===== config.mk =====
export PLATFORM = sky130hd
export DESIGN_NAME = inst_j_enc
export DESIGN_NICKNAME = d
export VERILOG_FILES = /design/src/rtl/inst_pkg.sv /design/src/rtl/inst_fifo.sv /design/src/rtl/inst_j_enc.sv
export SDC_FILE = /design/constraint.sdc
export NUM_CORES = 1
export LEC_CHECK = 0
export ABC_AREA = 1
export CORE_ASPECT_RATIO = 0.7
export CORE_UTILIZATION = 25
export DETAILED_ROUTE_END_ITERATION = 10
export PLACE_DENSITY = 0.53
export SYNTH_ARGS = -nofsm -noshare
export SYNTH_HDL_FRONTEND = slang
export SYNTH_SLANG_ARGS = --single-unit

===== constraint.sdc =====
create_clock -name clk -period 1.88 [get_ports clk]
set_input_delay 0.376 -clock clk [delete_from_list [all_inputs] [get_ports clk]]
set_output_delay 0.376 -clock clk [all_outputs]
set_load 0.005 [all_outputs]

===== src/rtl/inst_pkg.sv =====
// Shared instruction-encoding package.
// Holds the RV32I opcode constants used by the encoders and decoders, the
// J-type immediate bit positions, and a packing helper that builds a J-type
// word from a 21-bit immediate and a destination register.
package inst_pkg;

  localparam logic [6:0] OPC_JAL    = 7'b1101111;
  localparam logic [6:0] OPC_JALR   = 7'b1100111;
  localparam logic [6:0] OPC_LUI    = 7'b0110111;
  localparam logic [6:0] OPC_AUIPC  = 7'b0010111;
  localparam logic [6:0] OPC_BRANCH = 7'b1100011;

  // Where each immediate field lands in the J-type word
  localparam int J_IMM20_POS   = 31;
  localparam int J_IMM10_1_LO  = 21;
  localparam int J_IMM11_POS   = 20;
  localparam int J_IMM19_12_LO = 12;
  localparam int RD_LO         = 7;

  // imm[0] is implicitly zero in the J format and is dropped here.
  function automatic logic [31:0] j_pack(input logic [20:0] imm,
                                         input logic [4:0]  rd,
                                         input logic [6:0]  opc);
    return {imm[20], imm[10:1], imm[11], imm[19:12], rd, opc};
  endfunction

endpackage


===== src/rtl/inst_fifo.sv =====
// Generic synchronous FIFO, DEPTH entries of W bits.
// Ports:
//   clk, rst_n        clock, async active-low reset (clears storage too)
//   i_push, i_data    write side; caller never pushes when full
//   i_pop             read side; caller never pops when empty
//   o_data            head entry (combinational, visible the cycle after push)
//   o_count           occupancy 0..DEPTH
module inst_fifo #(
  parameter int DEPTH = 2,
  parameter int W     = 64,
  localparam int AW   = (DEPTH > 1) ? $clog2(DEPTH) : 1
) (
  input  logic          clk,
  input  logic          rst_n,
  input  logic          i_push,
  input  logic [W-1:0]  i_data,
  input  logic          i_pop,
  output logic [W-1:0]  o_data,
  output logic [AW:0]   o_count
);

  logic [W-1:0] r_mem [DEPTH];
  logic [AW-1:0] r_wr, r_rd;
  logic [AW:0]   r_count;

  // DEPTH is a power of two, so pointer increment wraps naturally.
  always_ff @(posedge clk or negedge rst_n) begin
    if (!rst_n) begin
      for (int i = 0; i < DEPTH; i++) r_mem[i] <= '0;
      r_wr    <= '0;
      r_rd    <= '0;
      r_count <= '0;
    end else begin
      if (i_push) begin
        r_mem[r_wr] <= i_data;
        r_wr        <= r_wr + 1'b1;
      end
      if (i_pop) r_rd <= r_rd + 1'b1;
      case ({i_push, i_pop})
        2'b10:   r_count <= r_count + 1'b1;
        2'b01:   r_count <= r_count - 1'b1;
        default: r_count <= r_count;
      endcase
    end
  end

  assign o_data  = r_mem[r_rd];
  assign o_count = r_count;

endmodule


===== src/rtl/inst_j_enc.sv =====
// Sequential JAL encoder.
// Takes an absolute jump target + rd, forms the PC-relative offset against an
// internal write-address counter, packs it as an RV32I JAL word and queues
// {addr, word} in a small output FIFO for the instruction-memory loader.
// Ports:
//   clk, rst_n                  clock, async active-low reset
//   in_valid/in_ready           request handshake (in_ready is combinational)
//   in_target, in_rd            absolute target address, link register
//   pc_load, pc_load_val        overwrite the write address (word aligned)
//   out_valid/out_ready         FIFO head handshake
//   out_word, out_addr          encoded word and its destination address
//   err                         one-cycle pulse on a rejected request
//   pc                          address the next word will be written to
// Build option INST_J_ENC_RANGE_CHECK_EN: when defined, requests whose
// offset is odd or does not fit signed 21 bits are dropped and flagged on
// err; when undefined the offset is truncated and every request is encoded.
module inst_j_enc
  import inst_pkg::*;
#(
  parameter logic [31:0] BASE_ADDR  = 32'h0000_0000,
  parameter int          DEPTH      = 2,
  parameter logic [6:0]  OPCODE_JAL = OPC_JAL
) (
  input  logic        clk,
  input  logic        rst_n,
  input  logic        in_valid,
  output logic        in_ready,
  input  logic [31:0] in_target,
  input  logic [4:0]  in_rd,
  input  logic        pc_load,
  input  logic [31:0] pc_load_val,
  output logic        out_valid,
  input  logic        out_ready,
  output logic [31:0] out_word,
  output logic [31:0] out_addr,
  output logic        err,
  output logic [31:0] pc
);

  localparam int AW = (DEPTH > 1) ? $clog2(DEPTH) : 1;

  logic [31:0] r_pc;
  logic [31:0] w_offset;
  logic        w_ok;
  logic        w_accept, w_push, w_pop;
  logic [31:0] w_word;
  logic [63:0] w_head;
  logic [AW:0] w_count;

  assign w_offset = in_target - r_pc;

`ifdef INST_J_ENC_RANGE_CHECK_EN
  // Fits signed 21 bits: all bits above 20 replicate bit 20; must be even.
  assign w_ok = !w_offset[0] && (w_offset[31:20] == {12{w_offset[20]}});
`else
  assign w_ok = 1'b1;
`endif

  // pc_load blocks accepts so the offset is never computed against a PC
  // that is changing in the same cycle.
  assign in_ready = (w_count != (AW+1)'(DEPTH)) && !pc_load;
  assign w_accept = in_valid && in_ready;
  assign w_push   = w_accept && w_ok;
  assign w_pop    = out_valid && out_ready;
  assign w_word   = j_pack(w_offset[20:0], in_rd, OPCODE_JAL);

  always_ff @(posedge clk or negedge rst_n) begin
    if (!rst_n)       r_pc <= BASE_ADDR;
    else if (pc_load) r_pc <= {pc_load_val[31:2], 2'b00};
    else if (w_push)  r_pc <= r_pc + 32'd4;
  end

`ifdef INST_J_ENC_RANGE_CHECK_EN
  logic r_err;
  always_ff @(posedge clk or negedge rst_n) begin
    if (!rst_n) r_err <= 1'b0;
    else        r_err <= w_accept && !w_ok;
  end
  assign err = r_err;
`else
  assign err = 1'b0;
`endif

  inst_fifo #(.DEPTH(DEPTH), .W(64)) u_fifo (
    .clk     (clk),
    .rst_n   (rst_n),
    .i_push  (w_push),
    .i_data  ({r_pc, w_word}),
    .i_pop   (w_pop),
    .o_data  (w_head),
    .o_count (w_count)
  );

  assign out_valid = (w_count != '0);
  assign out_addr  = w_head[63:32];
  assign out_word  = w_head[31:0];
  assign pc        = r_pc;

endmodule


# Word-level counts from Yosys, hierarchy flattened
# Index checks and enable logic that the tools add are counted.
# totals
elab_cells	37
output_inout_bits	99
regBits	164
# classes
eq_ne	3
bitwise	2
n_reduce_logical	8
order_cmp	3
mux	9
add_sub_neg	6
# op_table
cell	n
two-way mux 64 bit	4
bitwise mux 128 bit	1
demux 64 bit (select 1 bit)	1
two-way mux 32 bit	2
adder 32 x 3 -> 32 bit (second input constant)	1
subtractor 21 bit	1
nonzero test 2 bit	3
greater-or-equal comparator 2 bit (second input constant)	2
logical AND 1 bit	4
NOT 1 -> 2 bit	2
one-hot mux 2 bit (2 select lines)	1
adder 1 bit (second input constant)	2
adder 2 x 1 -> 2 bit (second input constant)	1
equality test 2 x 1 -> 1 bit (second input constant)	1
equality test 2 bit (second input constant)	1
< comparator 2 x 1 -> 1 bit (second input constant)	1
inequality test 2 bit (second input constant)	1
subtractor 2 x 1 -> 2 bit (second input constant)	1
logical NOT 1 bit	1

# Logic depth before layout (Yosys ltp)
# logic_depth
depth_word	6
ltp_mapped	13
ltp_nobuf	13

# By module
# Synthesis repeated with hierarchy kept, for this count alone.
# unflattened
hier_cells	1289
area_unflattened_um2	9485.3
# modules_own_cells
module	instances	area_per_inst_um2	cells_each	seq_area_each_um2
inst_fifo	1	6038.3	704	3303.2
inst_j_enc	1	3447.1	585	750.7

# Least setup slack after synthesis
# Ideal clock, no wire load.
# synth_timing
path_type	register -> register
start	register r_pc[4], in the netlist pc[4]
end	register u_fifo.r_mem[77] in the netlist's numbering
arrival_time_ps	1628
synth_period_minus_slack_ps	1745
setup_ps	117
stages_incl_launch_ff	12
path_slack_ps	135
required_time_ps	1763
n_path_buf	0
cell_sequence	dfrtp_1 -> inv_1 -> ha_1 -> nand2_1 -> o21ai_0 -> nand2_1 -> nand2_1 -> nand2_1 -> nand2_1 -> nand2_1 -> nand3_1 -> nand2_1
# synth_between
elab_chain_cells	2
# synth_rtl
element	line_no	source
from (decl)	inst_j_enc.sv:42	logic [31:0] r_pc;
from (signal assigned)	inst_j_enc.sv:69	else if (pc_load) r_pc <= {pc_load_val[31:2], 2'b00};
from (signal assigned)	inst_j_enc.sv:70	else if (w_push) r_pc <= r_pc + 32'd4;
subtractor 21 bit	inst_j_enc.sv:50	assign w_offset = in_target - r_pc;
bitwise mux 128 bit	inst_fifo.sv:35	r_mem[r_wr] <= i_data;
to (signal, indexed assignment)	inst_fifo.sv:35	
to (decl)	inst_fifo.sv:22	logic [W-1:0] r_mem [DEPTH];
# No other way between the ends.
# A chain may end at the register's enable or synchronous reset.

# Worst setup path after layout
# layout_timing
start	register u_fifo.r_rd
end	output out_addr[26]
# layout_between
elab_chain_cells	4
# layout_rtl
element	line_no	source
from (decl)	inst_fifo.sv:23	logic [AW-1:0] r_wr, r_rd;
from (signal assigned)	inst_fifo.sv:38	if (i_pop) r_rd <= r_rd + 1'b1;
NOT 1 -> 2 bit (not written as such)	inst_fifo.sv:47	assign o_data = r_mem[r_rd];
two-way mux 64 bit (not written as such) (3 in series)	inst_fifo.sv:47	
to (decl)	inst_j_enc.sv:35	output logic [31:0] out_addr,
# No other way between the ends. The select of a mux whose other input is x is not followed.

==> flow_summary.json <==
{
  "outcome": "finished, violations left",
  "failed_checks": "setup timing",
  "rsz0062_at_grt": "true",
  "timing.max_cap.violations": 0,
  "buffer_ports.inserted": 152,
  "period_share_pct": 107,
  "insertedDiodeCount": 0,
  "start_util_pct": 25.7,
  "synth.lib_cells_used.distinct": 38,
  "clock_power_share_pct": 18.3,
  "grt-ovfl-total": 0,
  "route.detailed.vias_per_inst": 4.49,
  "startpoint_to_endpoint_class_of_the_critical_path": "reg -> out",
  "timing.critical_path.fanout_max": 8,
  "finalCoreUtilization_pct": 38.6,
  "cts-buffers-inserted": 17,
  "static_leakage_nw": 6.23,
  "clock_tree.htree_level_count": 4,
  "cells_along_the_critical_path": "clkinv_4, buf_12, buf_12, nand2_2, nand2_2, clkbuf_2",
  "drive_gt1_share_pct": 30.0,
  "drc": 0,
  "global_route.usage.total_pct": 17.5,
  "via_count": 8278,
  "worst-r2r-setup-slack_ns": 0.13,
  "finalSetupViolations": 54,
  "final-hold-violation-count": 0,
  "top_level_i_o_count": 173,
  "max-slew-margin-rel_pct": 64.9,
  "synth-seq-area-share_pct": 43.5,
  "initial_drt_markers": 554,
  "antenna_found_initial": 0,
  "hold_path.class": "in -> async",
  "synth_simple_gate_area_share_pct": 29.7,
  "power_density_nw_per_um2": 1490,
  "cts.sink_count": 146,
  "synth_top_area_share_pct": 43.5,
  "tightestPinTransition_ns": 0.526,
  "p_sw_share_pct": 39.2,
  "synth_compound_area_share_pct": 10.6,
  "synthesis.instances": 1148,
  "netlist.top_cell.by_area": "sky130_fd_sc_hd__dfrtp_1",
  "setup.worst_path.start_class": "flip-flop",
  "synth-edff-count": 0,
  "netlist_top_cells_area": "sky130_fd_sc_hd__dfrtp_1 (43%), sky130_fd_sc_hd__nand2_1 (21%), sky130_fd_sc_hd__inv_1 (3.9%), sky130_fd_sc_hd__buf_4 (3.7%), sky130_fd_sc_hd__o21ai_1 (3.6%)",
  "tritoncts": "built",
  "clockRootBuffer": "sky130_fd_sc_hd__clkbuf_16",
  "critPathArrivalTime_ns": 1.63,
  "skew_ns": 0.00721,
  "synthFlopType": "sky130_fd_sc_hd__dfrtp_1",
  "path_delay_family": "buffers and inverters",
  "total_die_area_um2": 34400,
  "clkTransAtPathRegs_ns": 0.06,
  "critical-path-max-stage-delay_ns": 0.50,
  "rows": 55,
  "gpl.final_weighted_congestion": 0.892,
  "final.setup.tns_ns": -4.95,
  "max_clock_freq_mhz": 498,
  "seq_power_share_pct": 28.6,
  "postSynthRegisterBits": 146,
  "ys_async_sr_fraction_pct": 100,
  "global_route_wire_length_before_repair_mm": 46.2,
  "cell_internal_pwr_mw": 11.5,
  "first_global_vias": 8017,
  "drt-wirelength-per-cell_um": 16.1,
  "timing.final.max_slew_violations": 0,
  "routed_wirelength_mm": 29.6,
  "final_hpwl_from_detailed_placement_mm": 21.4,
  "netSwitchingPower_mw": 7.37,
  "grt_max_degree": 52,
  "number_of_detailed_routing_iterations_run_before_antenna_repair": 5,
  "synth_xor_area_share_pct": 2.92,
  "fp.coreArea_um2": 32700,
  "die_x_um": 221,
  "filler_cell_count": 3389,
  "cp-end-kind": "output pin",
  "p_comb_share_pct": 53.1,
  "antenna_violating_nets_post_route": 0,
  "crit_slowest_cell": "sky130_fd_sc_hd__dfrtp_2",
  "synth_area_um2": 8400,
  "vdd.ir_drop.worst_v": 0.000752,
  "crit_buf_inv": 4,
  "syn_avg_cell_area_um2": 7.32,
  "finalWorstSetupSlack_ns": -0.127,
  "finalNetCount": 1497,
  "fin_crit_ns": 2.01,
  "synth_fa_ha_area_share_pct": 3.13,
  "worstSkewPairLatency_ns": 0.44,
  "crit_required_ns": 1.50,
  "area_growth_syn_to_layout_pct": 50.2,
  "clockBufferDepth": 2,
  "synthMuxAreaShare_pct": 0,
  "die_height_um": 155,
  "synth_top_family_by_area": "simple AND/OR/NAND/NOR gates",
  "synth-warning-count": 0
}
## stage by stage
step                      setup slack [ns]  hold WS [ns]  instance area (µm²)  std cells  power (mW)
final                               -0.127         0.427                12600       1842        18.8
after global routing                -0.180         0.470                12600       1842        20.2
after CTS                           -0.214         0.438                12000       1838        18.0
after detailed placement            -0.418         0.314                11000       1767        13.5
after global placement              -0.398         0.310                11000       1767        13.4
after floorplan                      0.135        0.0804                 8420       1154        9.12
## cells in the final DEF (no fill, tap or decap), types with 13 or more instances in the layout
cell type                         Yosys  routed
sky130_fd_sc_hd__nand2_4              1      32
sky130_fd_sc_hd__dfrtp_1            146     142
sky130_fd_sc_hd__buf_12               0      13
sky130_fd_sc_hd__o21ai_1             60      60
sky130_fd_sc_hd__clkdlybuf4s50_1      0      85
sky130_fd_sc_hd__a22oi_1             18      18
sky130_fd_sc_hd__nand2_1            473     364
sky130_fd_sc_hd__nand2_2              2      80
sky130_fd_sc_hd__buf_2               13      35
sky130_fd_sc_hd__buf_6                3      41
sky130_fd_sc_hd__nand3_1             44      40
sky130_fd_sc_hd__inv_2                5      14
sky130_fd_sc_hd__nor3_1              14      13
sky130_fd_sc_hd__clkbuf_16            0      17
sky130_fd_sc_hd__inv_1               88      79
sky130_fd_sc_hd__xor2_1              19      19
sky130_fd_sc_hd__o21ai_0             54      48
sky130_fd_sc_hd__buf_4               41     118
sky130_fd_sc_hd__nor2_1              56      48
## kinds of logic (layout without fill, tap and decap cells)
| kind of cell | count (synthesis) | in the layout |
|---|---|---|
| compound gates | 160 | 160 |
| xor+xnor | 28 | 28 |
| fa+ha+maj | 21 | 21 |
| buf+inv | 177 | 438 |
| flops | 146 | 146 |
| other cells | 1 | 7 |
| simple gates | 615 | 615 |
## power by group through the flow
stage / combinational [mW] / sequential (mW) / clock, mW
after floorplan: 4.04 / 5.08 / 0
after global placement: 8.22 / 5.17 / 0
after detailed placement: 8.28 / 5.20 / 0
after CTS: 9.28 / 5.24 / 3.50
after global routing: 11.0 / 5.55 / 3.63
final: 10.0 / 5.39 / 3.44
## per-layer routing
layer,routed length (µm),global-route usage [%],up-vias
met5,0,0,-
met4,439,4.76,0
met3,1390,3.19,23
met2,12900,26.1,205
met1,14800,25.7,3928
li1,-,-,4122
## state kept, by name (all words and copies together) (netlist names)
| signal | count |
|---|---|
| u_fifo.r_mem | 112 |
| pc | 30 |
| u_fifo.o_count | 2 |
| u_fifo.r_rd | 1 |
| u_fifo.r_wr | 1 |
## path summary, 6_finish.rpt
| path | cells past startpoint | to | from |
|---|---|---|---|
| max | 6 | out_addr[26] | u_fifo.r_rd |
| min | 2 | u_fifo.r_mem[10] | rst_n |
| max reg2reg | 10 | pc[22] | pc[2] |
| min reg2reg | 2 | u_fifo.r_mem[31] | u_fifo.r_mem[31] |
| max in group asynchronous | 3 | pc[25] | rst_n |
| min in group clk | 2 | u_fifo.r_mem[31] | u_fifo.r_mem[31] |
## final cells by class
cell class                 count  area [µm²]  share of cell area (%)
tap                          427         534                    4.23
clock inverter                10         108                   0.853
timing repair buffer         312        2890                    22.9
sequential                   146        3660                    29.0
clock buffer                  22         474                    3.76
multi-input combinational    831        4600                    36.4
inverter                      94         358                    2.84
## Yosys cell counts (all sizes together), types with 10 or more instances
cell,n
inv,93
ha,21
nor2,59
a21oi,17
nand2,476
nand3,45
dfrtp,146
nand3b,10
clkbuf,24
nor3,14
o21ai,114
buf,59
xor2,19
a22oi,18
## what timing repair did
item | 4_1_cts | 5_1_grt
hold buffers | 1 | 0
gates cloned | 5 | 0
endpoints found under the hold margin | 33 | 0
pin swaps | 24 | 35
endpoints found under the setup margin | 65 | 103
setup buffers | 35 | 8
gates resized for setup | 331 | 170
Note: power is estimated with default switching activity, not from simulation.
